===== src/rtl/dphy_pkg.sv =====
// Shared types and constants for the D-PHY transmit lane sequencer:
// state encoding, LP line codes, HS sync byte and timing defaults.
package dphy_pkg;

  typedef enum logic [3:0] {
    ST_IDLE     = 4'd0,
    ST_CLK_PRE  = 4'd1,
    ST_LPX      = 4'd2,
    ST_PREP     = 4'd3,
    ST_ZERO     = 4'd4,
    ST_SYNC     = 4'd5,
    ST_DATA     = 4'd6,
    ST_TRAIL    = 4'd7,
    ST_CLK_POST = 4'd8,
    ST_EXIT     = 4'd9
  } dphy_state_e;

  localparam logic [1:0] LP_11 = 2'b11;
  localparam logic [1:0] LP_01 = 2'b01;
  localparam logic [1:0] LP_00 = 2'b00;

  localparam logic [7:0] SYNC_BYTE = 8'hB8;

  localparam int T_CLK_PRE_DEF  = 8;
  localparam int T_LPX_DEF      = 4;
  localparam int T_HS_PREP_DEF  = 4;
  localparam int T_HS_ZERO_DEF  = 10;
  localparam int T_HS_TRAIL_DEF = 6;
  localparam int T_CLK_POST_DEF = 8;

  function automatic int tmax(input int a, input int b);
    return (a > b) ? a : b;
  endfunction

  // Trail level is the complement of the final payload bit so the line toggles.
  function automatic logic [7:0] trail_byte_of(input logic [7:0] last_byte);
    return last_byte[7] ? 8'h00 : 8'hFF;
  endfunction

endpackage


===== src/rtl/dphy_tx_trail_gen.sv =====
// Per-lane HS trail byte, derived from the byte last displayed on that lane.
module dphy_tx_trail_gen
  import dphy_pkg::*;
(
  input  logic [7:0] last_byte,
  output logic [7:0] trail_byte
);

  assign trail_byte = trail_byte_of(last_byte);

endmodule


===== src/rtl/dphy_tx_lane_seq.sv =====
// MIPI D-PHY transmit lane sequencer: LP-to-HS entry, payload handshake,
// HS trail/exit and underrun recovery for one clock lane and NUM_LANES data lanes.
module dphy_tx_lane_seq
  import dphy_pkg::*;
#(
  parameter int NUM_LANES  = 2,
  parameter int T_CLK_PRE  = T_CLK_PRE_DEF,
  parameter int T_LPX      = T_LPX_DEF,
  parameter int T_HS_PREP  = T_HS_PREP_DEF,
  parameter int T_HS_ZERO  = T_HS_ZERO_DEF,
  parameter int T_HS_TRAIL = T_HS_TRAIL_DEF,
  parameter int T_CLK_POST = T_CLK_POST_DEF
) (
  input  logic                   i_clk,
  input  logic                   reset_n,
  input  logic                   pkt_valid,
  input  logic [8*NUM_LANES-1:0] pkt_data,
  input  logic                   pkt_last,
  output logic                   pkt_ready,
  output logic [8*NUM_LANES-1:0] byte_d,
  output logic [2*NUM_LANES-1:0] lp_out,
  output logic [NUM_LANES-1:0]   lp_dir,
  output logic                   hs_clk_en,
  output logic                   hs_data_en,
  output logic                   busy,
  output logic                   underrun
);

  localparam int BW    = 8 * NUM_LANES;
  localparam int T_MAX = tmax(tmax(tmax(T_CLK_PRE, T_LPX), tmax(T_HS_PREP, T_HS_ZERO)),
                              tmax(T_HS_TRAIL, T_CLK_POST));
  localparam int CNT_W = $clog2(T_MAX + 1);
  localparam logic [CNT_W-1:0] CNT_ZERO = {CNT_W{1'b0}};
  localparam logic [CNT_W-1:0] CNT_ONE  = CNT_W'(1);

  // The counter holds "cycles left after this one", so a state lasts t cycles.
  function automatic logic [CNT_W-1:0] cnt_load(input int t);
    return CNT_W'(t - 1);
  endfunction

  dphy_state_e              state_r, state_s;
  logic [CNT_W-1:0]         cnt_r, cnt_s;
  logic [BW-1:0]            byte_r, byte_s, trail_s;
  logic                     last_r, last_s;
  logic                     underrun_r, underrun_s;
  logic [2*NUM_LANES-1:0]   lp_r, lp_s;
  logic [NUM_LANES-1:0]     lp_dir_r;
  logic                     hs_clk_r, hs_clk_s;
  logic                     hs_data_r, hs_data_s;
  logic                     busy_r, busy_s;

  for (genvar k = 0; k < NUM_LANES; k++) begin : g_trail
    dphy_tx_trail_gen u_trail (
      .last_byte  (byte_r[8*k +: 8]),
      .trail_byte (trail_s[8*k +: 8])
    );
  end

  assign pkt_ready  = (state_r == ST_SYNC) | ((state_r == ST_DATA) & ~last_r);
  assign byte_d     = byte_r;
  assign lp_out     = lp_r;
  assign lp_dir     = lp_dir_r;
  assign hs_clk_en  = hs_clk_r;
  assign hs_data_en = hs_data_r;
  assign busy       = busy_r;
  assign underrun   = underrun_r;

  // Next state, counter reload and the byte to display next cycle.
  always_comb begin
    state_s    = state_r;
    cnt_s      = cnt_r;
    byte_s     = {BW{1'b0}};
    last_s     = 1'b0;
    underrun_s = 1'b0;
    case (state_r)
      ST_IDLE: begin
        if (pkt_valid) begin
          state_s = ST_CLK_PRE;
          cnt_s   = cnt_load(T_CLK_PRE);
        end else begin
          cnt_s   = CNT_ZERO;
        end
      end
      ST_CLK_PRE: begin
        if (cnt_r == CNT_ZERO) begin
          state_s = ST_LPX;
          cnt_s   = cnt_load(T_LPX);
        end else begin
          cnt_s   = cnt_r - CNT_ONE;
        end
      end
      ST_LPX: begin
        if (cnt_r == CNT_ZERO) begin
          state_s = ST_PREP;
          cnt_s   = cnt_load(T_HS_PREP);
        end else begin
          cnt_s   = cnt_r - CNT_ONE;
        end
      end
      ST_PREP: begin
        if (cnt_r == CNT_ZERO) begin
          state_s = ST_ZERO;
          cnt_s   = cnt_load(T_HS_ZERO);
        end else begin
          cnt_s   = cnt_r - CNT_ONE;
        end
      end
      ST_ZERO: begin
        if (cnt_r == CNT_ZERO) begin
          state_s = ST_SYNC;
          cnt_s   = CNT_ZERO;
          byte_s  = {NUM_LANES{SYNC_BYTE}};
        end else begin
          cnt_s   = cnt_r - CNT_ONE;
        end
      end
      ST_SYNC, ST_DATA: begin
        // Missing beat while ready (underrun) or the last beat shown: close the burst.
        if ((state_r == ST_DATA) && last_r) begin
          state_s = ST_TRAIL;
          cnt_s   = cnt_load(T_HS_TRAIL);
          byte_s  = trail_s;
        end else if (pkt_valid) begin
          state_s = ST_DATA;
          byte_s  = pkt_data;
          last_s  = pkt_last;
        end else begin
          state_s    = ST_TRAIL;
          cnt_s      = cnt_load(T_HS_TRAIL);
          byte_s     = trail_s;
          underrun_s = 1'b1;
        end
      end
      ST_TRAIL: begin
        if (cnt_r == CNT_ZERO) begin
          state_s = ST_CLK_POST;
          cnt_s   = cnt_load(T_CLK_POST);
        end else begin
          cnt_s   = cnt_r - CNT_ONE;
          byte_s  = byte_r;
        end
      end
      ST_CLK_POST: begin
        if (cnt_r == CNT_ZERO) begin
          state_s = ST_EXIT;
          cnt_s   = cnt_load(T_LPX);
        end else begin
          cnt_s   = cnt_r - CNT_ONE;
        end
      end
      ST_EXIT: begin
        if (cnt_r == CNT_ZERO) begin
          state_s = ST_IDLE;
          cnt_s   = CNT_ZERO;
        end else begin
          cnt_s   = cnt_r - CNT_ONE;
        end
      end
      default: begin
        state_s = ST_IDLE;
        cnt_s   = CNT_ZERO;
      end
    endcase
  end

  // Line levels and enables decoded from the state being entered.
  always_comb begin
    lp_s      = {NUM_LANES{LP_11}};
    hs_clk_s  = 1'b1;
    hs_data_s = 1'b0;
    busy_s    = 1'b1;
    case (state_s)
      ST_IDLE: begin
        hs_clk_s = 1'b0;
        busy_s   = 1'b0;
      end
      ST_CLK_PRE:  lp_s = {NUM_LANES{LP_11}};
      ST_LPX:      lp_s = {NUM_LANES{LP_01}};
      ST_PREP:     lp_s = {NUM_LANES{LP_00}};
      ST_ZERO, ST_SYNC, ST_DATA, ST_TRAIL: begin
        lp_s      = {NUM_LANES{LP_00}};
        hs_data_s = 1'b1;
      end
      ST_CLK_POST: lp_s = {NUM_LANES{LP_11}};
      ST_EXIT:     hs_clk_s = 1'b0;
      default: begin
        hs_clk_s = 1'b0;
        busy_s   = 1'b0;
      end
    endcase
  end

  // State, counter and registered outputs.
  always_ff @(posedge i_clk or negedge reset_n) begin
    if (!reset_n) begin
      state_r    <= ST_IDLE;
      cnt_r      <= CNT_ZERO;
      byte_r     <= {BW{1'b0}};
      last_r     <= 1'b0;
      underrun_r <= 1'b0;
      lp_r       <= {NUM_LANES{LP_11}};
      lp_dir_r   <= {NUM_LANES{1'b1}};
      hs_clk_r   <= 1'b0;
      hs_data_r  <= 1'b0;
      busy_r     <= 1'b0;
    end else begin
      state_r    <= state_s;
      cnt_r      <= cnt_s;
      byte_r     <= byte_s;
      last_r     <= last_s;
      underrun_r <= underrun_s;
      lp_r       <= lp_s;
      lp_dir_r   <= {NUM_LANES{1'b1}};
      hs_clk_r   <= hs_clk_s;
      hs_data_r  <= hs_data_s;
      busy_r     <= busy_s;
    end
  end

endmodule

===== config.mk =====
export PLATFORM = sky130hd
export DESIGN_NAME = dphy_tx_lane_seq
export DESIGN_NICKNAME = d
export VERILOG_FILES = /design/src/rtl/dphy_pkg.sv /design/src/rtl/dphy_tx_trail_gen.sv /design/src/rtl/dphy_tx_lane_seq.sv
export SDC_FILE = /design/constraint.sdc
export NUM_CORES = 1
export LEC_CHECK = 0
export ABC_AREA = 1
export CAP_MARGIN = 20
export CORE_MARGIN = 1
export CORE_UTILIZATION = 25
export CTS_CLUSTER_SIZE = 25
export DETAILED_ROUTE_END_ITERATION = 7
export PLACE_DENSITY = 0.54
export SYNTH_ARGS = -nofsm -noshare
export SYNTH_HDL_FRONTEND = slang
export SYNTH_HIERARCHICAL = 1
export SYNTH_SLANG_ARGS = --single-unit

===== constraint.sdc =====
create_clock -name i_clk -period 1.5 [get_ports i_clk]
set_input_delay 0.3 -clock i_clk [delete_from_list [all_inputs] [get_ports i_clk]]
set_output_delay 0.3 -clock i_clk [all_outputs]
set_load 0.01 [all_outputs]

==> flow_summary.json, run 1 <==
{
  "grt_max_degree": 23,
  "yosysMostFrequentCell": "nand2_1",
  "worstPathArrival_ns": 1.21,
  "numCtsBuffers": 5,
  "synth_compound_gate_area_share": 0.0770,
  "synth.cell_area_sq_um": 1770,
  "cp-end-kind": "output port",
  "yosys_register_bits": 31,
  "grt_pass1_wl_mm": 7.81,
  "clkSlewWorstSetupHoldPaths_ns": 0.06,
  "track_usage": 0.136,
  "hold_class": "input pin to async pin",
  "yosys_warnings": 6,
  "diodes": 0,
  "core_area_sq_um": 6830,
  "cts_tree": "yes",
  "internal_power_mw": 3.42,
  "worst_slack_ns": -0.00676,
  "fin_crit_ns": 1.51,
  "ys_async_sr_fraction": 1.00,
  "skew_ns": 0.00310,
  "pre_cts_slack_ns": -0.153,
  "ys_seq_area_frac": 0.439,
  "via_count": 1724,
  "ir_drop_mv": 0.637,
  "dr.pass1.iters": 4,
  "drv_cap": 0,
  "synthToLayoutAreaGrowth_pct": 60.7,
  "synth_ff_type": "dfrtp_1",
  "critPathKind": "flop to output port",
  "fin_crit_sh": 1.00,
  "gp_congestion": 0.875,
  "design_area_sq_um": 2850,
  "yosysTopAreaCellShare": 0.410,
  "status": "finished with violations",
  "syn-instance-count": 231,
  "post-route-util": 0.417,
  "vias_per_cell": 4.26,
  "synth_edf_count": 0,
  "synth_top_family_by_area": "simple AND/OR/NAND/NOR gates",
  "start_util": 0.259,
  "overflow": 0,
  "hold_violations": 0,
  "cts_buffer_depth": 2,
  "cts_sinks": 31,
  "failed_checks": "negative setup slack",
  "switching_share": 0.413,
  "critPathRequiredTime_ns": 1.20,
  "rows": 30,
  "yosys-top-cells-count": "nand2_1 (84), dfrtp_1 (29), inv_1 (24)",
  "yosys.area.top_type": "dfrtp_1",
  "post-dp-hpwl_mm": 3.60,
  "grt_antenna_before_repair": 0,
  "switching_power_mw": 2.40,
  "synthAdderAreaFrac": 0.00706,
  "final_antenna_net_count": 0,
  "drc": 0,
  "critPathLaunchType": "flop",
  "power.density_nw_per_um2": 2040,
  "p_leak_nw": 1.58,
  "holdWs_ns": 0.408,
  "slew_viol_final": 0,
  "dpl_cell_area_sq_um": 2540,
  "avgSynthCellArea_sq_um": 7.67,
  "setup_viol": 1,
  "clock_power_share": 0.107,
  "htree_levels": 2,
  "synth_xor_area_frac": 0.00494,
  "fin_nets": 329,
  "clock_latency_ns": 0.28,
  "die_area_sq_um": 7430,
  "holdBufCountCts": 0,
  "routed_wirelength_mm": 4.70,
  "die_x_microns": 86.2,
  "grt_setup_unrepaired": "true",
  "comb_power_share": 0.649,
  "first_global_vias": 1647,
  "drive_above_1_share": 0.340,
  "cts-root-buf": "clkbuf_8",
  "placedCellCount": 394,
  "wl_per_cell_microns": 11.6,
  "die_h_microns": 86.2,
  "synth-simple-area-share": 0.323,
  "synth.top_cells.by_area": "dfrtp_1 (41%), nand2_1 (18%), buf_4 (8.1%), inv_1 (5.1%), nand3_1 (4.2%)",
  "drt_iter0_markers": 103,
  "pwr-share-seq": 0.245,
  "numPortBuffers": 44,
  "stdcell_count": 405,
  "synthMuxAreaShare": 0,
  "synth_cell_type_count": 26,
  "fmax_mhz": 664,
  "crit_path_max_fanout": 3,
  "io_pins": 47
}
timing repair:
item,in CTS,in global routing
setup endpoints to repair,30,39
pin swaps,5,15
buffers inserted,0,5
gates resized for setup,23,59
metal layers:
| layer | vias up | wire length (microns) | GRT usage |
|---|---|---|---|
| met2 | 37 | 2090 | 0.203 |
| met1 | 805 | 2350 | 0.192 |
| li1 | 878 | - | - |
| met4 | 0 | 28 | 0.0424 |
| met5 | - | 0 | 0 |
| met3 | 4 | 238 | 0.0371 |
worst paths after layout:
check                           slack [ns]    endpoint  startpoint  cells past startpoint
worst max register to register        0.03    cnt_r[2]  state_r[2]                      9
worst min register to register        0.48   byte_d[9]   byte_d[9]                      2
max in group asynchronous             0.88   lp_out[1]     reset_n                      2
worst max-delay path                -0.007   pkt_ready  state_r[0]                      5
worst min-delay path                  0.41  hs_data_en     reset_n                      2
min in group i_clk                    0.48   byte_d[9]   byte_d[9]                      2
flip-flops by register name (all words and copies together), names as in the netlist:
signal	count
byte_d	16
cnt_r	4
state_r	4
lp_out	2
busy	1
hs_clk_en	1
hs_data_en	1
last_r	1
underrun	1
cell families after synthesis:
logic type                 Yosys count
AOI/OAI and AO/OA                   21
xor gates and xnor gates             1
adders and majority gates            1
buffers and inverters               48
DFF                                 31
other                                1
and+or+nand+nor                    128
critical path: stages, from the launching register on:
cell     delay, ns
dfrtp_1       0.41
inv_2         0.08
nor2_4        0.12
nand2_1       0.07
a21oi_2       0.11
buf_2         0.14
final cells by class:
| cell class | count | area (sq um) |
|---|---|---|
| Clock buffer | 7 | 76.3 |
| Clock inverter | 1 | 5.00 |
| Fill cell | 722 | 3990 |
| Inverter | 26 | 100 |
| Multi-Input combinational cell | 153 | 888 |
| Sequential cell | 31 | 781 |
| Tap cell | 96 | 120 |
| Timing Repair Buffer | 91 | 876 |
through the flow:
stage,power [mW],setup TNS (ns)
finish,5.82,-0.00676
global route,6.37,-1.33
CTS,5.47,-0.111
detailed placement,4.78,-2.67
global placement,4.79,-1.97
floorplan,3.21,-0.0385
cell usage in the layout (no fill, tap or decap), types with 3 or more instances in the layout:
cell	n
nand2_4	3
a22oi_1	6
a21oi_1	4
buf_4	34
nand2_1	74
dlymetal6s2s_1	11
nand4_1	10
nand3_1	7
nor2_2	6
nand2_2	8
nor2_4	4
dfrtp_1	27
inv_2	9
clkdlybuf4s50_1	27
dlygate4sd2_1	5
inv_1	16
nand3_2	8
nor2_1	3
buf_6	11
clkbuf_8	5
power groups by stage:
stage	Clock (mW)	Sequential (mW)	Combinational [mW]
3_5_place_dp	0	1.41	3.38
6_report	0.621	1.42	3.77
3_3_place_gp	0	1.41	3.37
2_1_floorplan	0	1.54	1.67
4_1_cts	0.652	1.40	3.42
5_1_grt	0.692	1.48	4.20
(Power assumes the default switching activity.)
==> run 2, diff against run 1 <==
--- a/config.mk
+++ b/config.mk
@@ -7,11 +7,14 @@
 export LEC_CHECK = 0
 export ABC_AREA = 1
 export CAP_MARGIN = 20
+export CELL_PAD_IN_SITES_DETAIL_PLACEMENT = 1
+export CELL_PAD_IN_SITES_GLOBAL_PLACEMENT = 1
+export CORE_ASPECT_RATIO = 0.5
 export CORE_MARGIN = 1
 export CORE_UTILIZATION = 25
 export CTS_CLUSTER_SIZE = 25
 export DETAILED_ROUTE_END_ITERATION = 7
-export PLACE_DENSITY = 0.54
+export PLACE_DENSITY = 0.69
 export SYNTH_ARGS = -nofsm -noshare
 export SYNTH_HDL_FRONTEND = slang
 export SYNTH_HIERARCHICAL = 1
==> run 2 against run 1 <==
Against the previous run: combinational power increased by 29%; clock power increased by 96%; final cell count increased by 1.2%; non-clock buffer count increased by 9; highest routed layer unchanged; core utilization increased by 6.1 points; via count increased by 13%; setup slack got worse by 0.12 ns; clock-buffer cell count decreased by 1; flip-flop and latch count unchanged; sequential share of layout area decreased by 3.2 points; final area increased by 13%; clock skew about the same; the flow still finishes with violations (negative setup slack).
==> flow_summary.json, run 2 (synthesis gave the netlist of run 1 again) <==
{
  "critPathKind": "flop to flop",
  "layout_common_cells": "nand2_1 (61), buf_4 (39), clkdlybuf4s50_1 (30)",
  "synthToLayoutAreaGrowth_pct": 82.2,
  "cts-root-buf": "clkbuf_16",
  "fmax_mhz": 616,
  "switching_power_mw": 3.29,
  "final_common_cell": "nand2_1",
  "drt_iter0_markers": 76,
  "crit_chain": "inv_2 -> nand2_2 -> nand3_4 -> buf_4 -> nor3_4 -> buf_4 -> inv_2 -> o21ai_0",
  "drv_cap": 0,
  "cp-end-kind": "flop",
  "cts_tree": "yes",
  "drc": 0,
  "track_usage": 0.187,
  "rows": 21,
  "slowest_stage": "dfrtp_2",
  "internal_power_mw": 4.29,
  "clock_latency_ns": 0.28,
  "overflow": 0,
  "setup_viol": 25,
  "slew_viol_final": 0,
  "fin_nets": 338,
  "diodes": 0,
  "worstPathArrival_ns": 1.81,
  "dr.pass1.iters": 4,
  "post-dp-hpwl_mm": 4.29,
  "placedCellCount": 388,
  "critPathLaunchType": "flop",
  "numCtsBuffers": 5,
  "final_antenna_net_count": 0,
  "core_area_sq_um": 6750,
  "crit_family": "buffers and inverters",
  "fin_crit_sh": 1.08,
  "fin_crit_ns": 1.62,
  "worst-path-buf-inv": 4,
  "clock_power_share": 0.161,
  "regArea_sq_um": 782,
  "cts_sinks": 31,
  "numPortBuffers": 44,
  "critPathRequiredTime_ns": 1.68,
  "design_area_sq_um": 3230,
  "wl_per_cell_microns": 18.9,
  "vias_per_cell": 4.76,
  "clkSlewWorstSetupHoldPaths_ns": 0.06,
  "comb_power_share": 0.644,
  "fill_cells": 774,
  "die_area_sq_um": 7450,
  "p_leak_nw": 1.69,
  "gp_congestion": 0.848,
  "grt_pass1_wl_mm": 10.3,
  "htree_levels": 2,
  "max_stage_delay_ns": 0.44,
  "first_global_vias": 1978,
  "stdcell_count": 410,
  "hold_class": "input pin to async pin",
  "pwr-share-seq": 0.195,
  "die_x_microns": 121,
  "die_h_microns": 61.5,
  "drive_above_1_share": 0.462,
  "ir_drop_mv": 0.640,
  "worst_slack_ns": -0.123,
  "io_pins": 47,
  "dpl_cell_area_sq_um": 2520,
  "status": "finished with violations",
  "largest_reg_flops": 16,
  "hold_violations": 0,
  "failed_checks": "negative setup slack",
  "multi_input_area_sq_um": 1070,
  "grt_setup_unrepaired": "true",
  "switching_share": 0.434,
  "crit_path_max_fanout": 5,
  "via_count": 1951,
  "grt_antenna_before_repair": 0,
  "cts_buffer_depth": 2,
  "routed_wirelength_mm": 7.76,
  "start_util": 0.262,
  "power.density_nw_per_um2": 2350,
  "grt_max_degree": 32,
  "skew_ns": 0.00298
}
-- run 2: cell count changes in the layout (fill, tap and decap cells not counted), moves of 4 or more --
cell,before,now
nand2_1,74,61
nand2_2,8,17
a22oi_1,6,0
a22oi_2,2,8
clkbuf_16,0,6
buf_4,34,39
clkbuf_8,5,1
nand3_4,1,5
-- run 2: worst register-to-register path, delay by kind of cell, from the launching register on --
kind            cells  cell delay, ns
compound gates      1            0.20
simple gates        3            0.40
buf+inv             4            0.47
flops               1            0.44
-- run 2: final cells by class --
cell class | count | share of cell area
clock buffer | 6 | 0.0430
timing repair buffer | 100 | 0.305
multi-input combinational | 153 | 0.331
clock inverter | 2 | 0.0109
inverter | 26 | 0.0318
sequential | 31 | 0.242
tap | 92 | 0.0357
-- run 2: through the flow --
step                      hold slack (ns)  utilization  total power [mW]  worst slack [ns]  setup TNS, ns
after floorplan                   0.00441            -              3.21           -0.0385        -0.0385
after global placement              0.465        0.373              4.74            -0.175          -2.08
after detailed placement            0.481        0.373              4.87            -0.192          -3.07
after CTS                           0.400        0.445              6.91           -0.0614         -0.466
after global routing                0.413        0.478              7.97            -0.191          -3.61
final                               0.385        0.478              7.57            -0.123          -1.99
-- run 2: final timing paths --
check                             end  cells after the start        from  slack, ns
max                          cnt_r[3]                      8  state_r[0]      -0.12
min                        hs_data_en                      2     reset_n       0.38
max reg2reg                  cnt_r[3]                      8  state_r[0]      -0.12
min reg2reg                 byte_d[0]                      2   byte_d[0]       0.49
max in group asynchronous   lp_out[2]                      2     reset_n       0.87
min in group i_clk           underrun                      2   pkt_valid       0.47
-- run 2: timing repair --
action | CTS | global route
setup buffers | 9 | 5
pin swaps | 14 | 23
cloned | 1 | 1
resized for setup | 76 | 51
endpoints found under the setup margin | 30 | 35
hold buffers | 0 | 0
-- run 2: routing by layer --
layer	share of wire	vias up	track usage
met5	0	-	0
met4	0.027	0	0.0529
met3	0.029	21	0.0306
met2	0.53	43	0.367
met1	0.41	996	0.219
li1	-	891	-
-- run 2: power by group through the flow --
stage,clock network [mW],registers (mW),logic (mW)
6_report,1.22,1.48,4.87
5_1_grt,1.26,1.51,5.20
4_1_cts,1.21,1.44,4.26
3_5_place_dp,0,1.44,3.43
3_3_place_gp,0,1.41,3.33
2_1_floorplan,0,1.54,1.67
==> run 3, diff against run 2 <==
--- a/config.mk
+++ b/config.mk
@@ -14,6 +14,7 @@
 export CORE_UTILIZATION = 25
 export CTS_CLUSTER_SIZE = 25
 export DETAILED_ROUTE_END_ITERATION = 7
+export GPL_TIMING_DRIVEN = 0
 export PLACE_DENSITY = 0.69
 export SYNTH_ARGS = -nofsm -noshare
 export SYNTH_HDL_FRONTEND = slang
==> run 3 against run 2 <==
Against the previous run: non-clock buffer count shrank 7; flip-flop and latch count stayed put; register-to-register slack better by 0.06 ns; the run still ends with negative setup slack left; sequential share of layout area is 2.1 points higher; routed wire length down 22%; highest routed layer unchanged; setup slack better by 0.031 ns.
==> flow_summary.json, run 3 (synthesis gave the netlist of run 1 again) <==
{
  "status": "finished with violations",
  "failed_checks": "negative setup slack",
  "die_area_sq_um": 7450,
  "synthToLayoutAreaGrowth_pct": 68.1,
  "routed_wirelength_mm": 6.09,
  "wl_per_cell_microns": 15.1,
  "die_h_microns": 61.5,
  "numCtsBuffers": 5,
  "cts-root-buf": "clkbuf_16",
  "reg2reg_depth": 7,
  "clkSlewWorstSetupHoldPaths_ns": 0.05,
  "comb_power_share": 0.595,
  "fmax_mhz": 628,
  "die_x_microns": 121,
  "cp-end-kind": "output port",
  "cts_buffer_depth": 2,
  "skew_ns": 0.00171,
  "dr.pass1.iters": 4,
  "clock_latency_ns": 0.28,
  "worstPathArrival_ns": 1.29,
  "cts_sinks": 31,
  "r2r_start": "cnt_r[2]",
  "clock_power_share": 0.180,
  "post-dp-hpwl_mm": 3.88,
  "largest_reg_flops": 16,
  "first_global_vias": 1802,
  "drv_cap": 0,
  "fin_crit_sh": 1.06,
  "holdBufCountCts": 0,
  "holdWs_ns": 0.0815,
  "vias_per_cell": 4.59,
  "layout_common_cells": "nand2_1 (77), buf_4 (41), clkdlybuf4s50_1 (27)",
  "maxSlewHeadroom": 0.516,
  "critPathKind": "flop to output port",
  "switching_share": 0.419,
  "critPathLaunchType": "flop",
  "rows": 21,
  "grt_setup_unrepaired": "true",
  "worstMarginPinSlew_ns": 0.726,
  "diodes": 0,
  "drc": 0,
  "fin_nets": 331,
  "track_usage": 0.159,
  "grt_max_degree": 32,
  "overflow": 0,
  "drt_iter0_markers": 76,
  "p_leak_nw": 1.62,
  "hold_violations": 0,
  "crit_path_max_fanout": 5,
  "setup_viol": 7,
  "cts_tree": "yes",
  "internal_power_mw": 3.84,
  "grt_pass1_wl_mm": 9.00,
  "slew_viol_final": 0,
  "start_util": 0.262,
  "hold_class": "input pin to async pin",
  "via_count": 1850,
  "ir_drop_mv": 0.569,
  "dpl_cell_area_sq_um": 2330,
  "r2r_end": "cnt_r[2]",
  "core_area_sq_um": 6750,
  "fin_crit_ns": 1.59,
  "fill_cells": 795,
  "rrSetupSlack_ns": -0.06,
  "final_antenna_net_count": 0,
  "io_pins": 47,
  "power.density_nw_per_um2": 2220,
  "design_area_sq_um": 2980,
  "htree_levels": 2,
  "worst_slack_ns": -0.0926,
  "switching_power_mw": 2.77,
  "pwr-share-seq": 0.225,
  "numPortBuffers": 44,
  "grt_antenna_before_repair": 0,
  "drive_above_1_share": 0.386,
  "critPathRequiredTime_ns": 1.20,
  "gp_congestion": 0.808,
  "final_common_cell": "nand2_1"
}
## run 3: cell types whose count changed in the layout (fill, tap and decap cells not counted), sizes merged
cell and delta:
buf -5, clkbuf -1, clkdlybuf4s50 -3, dlymetal6s2s +2
## run 3: critical path, cell delays in order (launching register included)
cell	delay [ns]
dfrtp_2	0.45
nor2_8	0.17
nand3_4	0.14
a21oi_2	0.12
buf_2	0.14
## run 3: what timing repair did
item / CTS / global route
cloned: 0 / 1
setup buffers: 12 / 15
resized for setup: 45 / 52
pin swaps: 5 / 13
endpoints found under the setup margin: 31 / 35
## run 3: area by class of cell
| class | count | area (sq um) | area share |
|---|---|---|---|
| Multi-Input combinational cell | 153 | 961 | 0.323 |
| Sequential cell | 31 | 785 | 0.263 |
| Timing Repair Buffer | 72 | 676 | 0.227 |
| Buffer | 21 | 165 | 0.0555 |
| Clock buffer | 6 | 139 | 0.0466 |
| Tap cell | 92 | 115 | 0.0387 |
| Inverter | 26 | 103 | 0.0345 |
| Clock inverter | 2 | 35.0 | 0.0118 |
## run 3: through the flow
stage	setup WS (ns)	util	total power [mW]	TNS [ns]	instances
2_1_floorplan	-0.0385	-	3.21	-0.0385	232
3_3_place_gp	-0.459	0.346	4.24	-20.34	368
3_5_place_dp	-0.370	0.346	4.35	-8.19	368
4_1_cts	-0.119	0.397	5.96	-0.236	387
5_1_grt	-0.177	0.441	7.06	-2.30	403
6_report	-0.0926	0.441	6.61	-0.260	403
## run 3: worst max-delay path by stage
stage               startpoint        end  slack (ns)  cells past startpoint
global route        state_r[0]   cnt_r[1]       -0.18                      8
finish              state_r[3]  pkt_ready       -0.09                      4
detailed placement   pkt_valid   cnt_r[1]       -0.37                      5
CTS                 state_r[3]  pkt_ready       -0.12                      4
global placement       reset_n  byte_d[1]       -0.46                      1
floorplan             cnt_r[0]  hs_clk_en       -0.04                     11
## run 3: power groups by stage
stage	combinational (mW)	sequential [mW]	clock, mW
after CTS	3.29	1.47	1.20
after global placement	2.79	1.46	0
after detailed placement	2.89	1.47	0
after floorplan	1.67	1.54	0
final	3.93	1.49	1.19
after global routing	4.28	1.53	1.24
## run 3: layer usage
layer / vias up / GRT usage / routed length, microns
met3: 10 / 0.0370 / 182
met4: 0 / 0.0317 / 70
met5: - / 0 / 0
li1: 882 / - / -
met2: 30 / 0.297 / 3150
met1: 928 / 0.192 / 2690
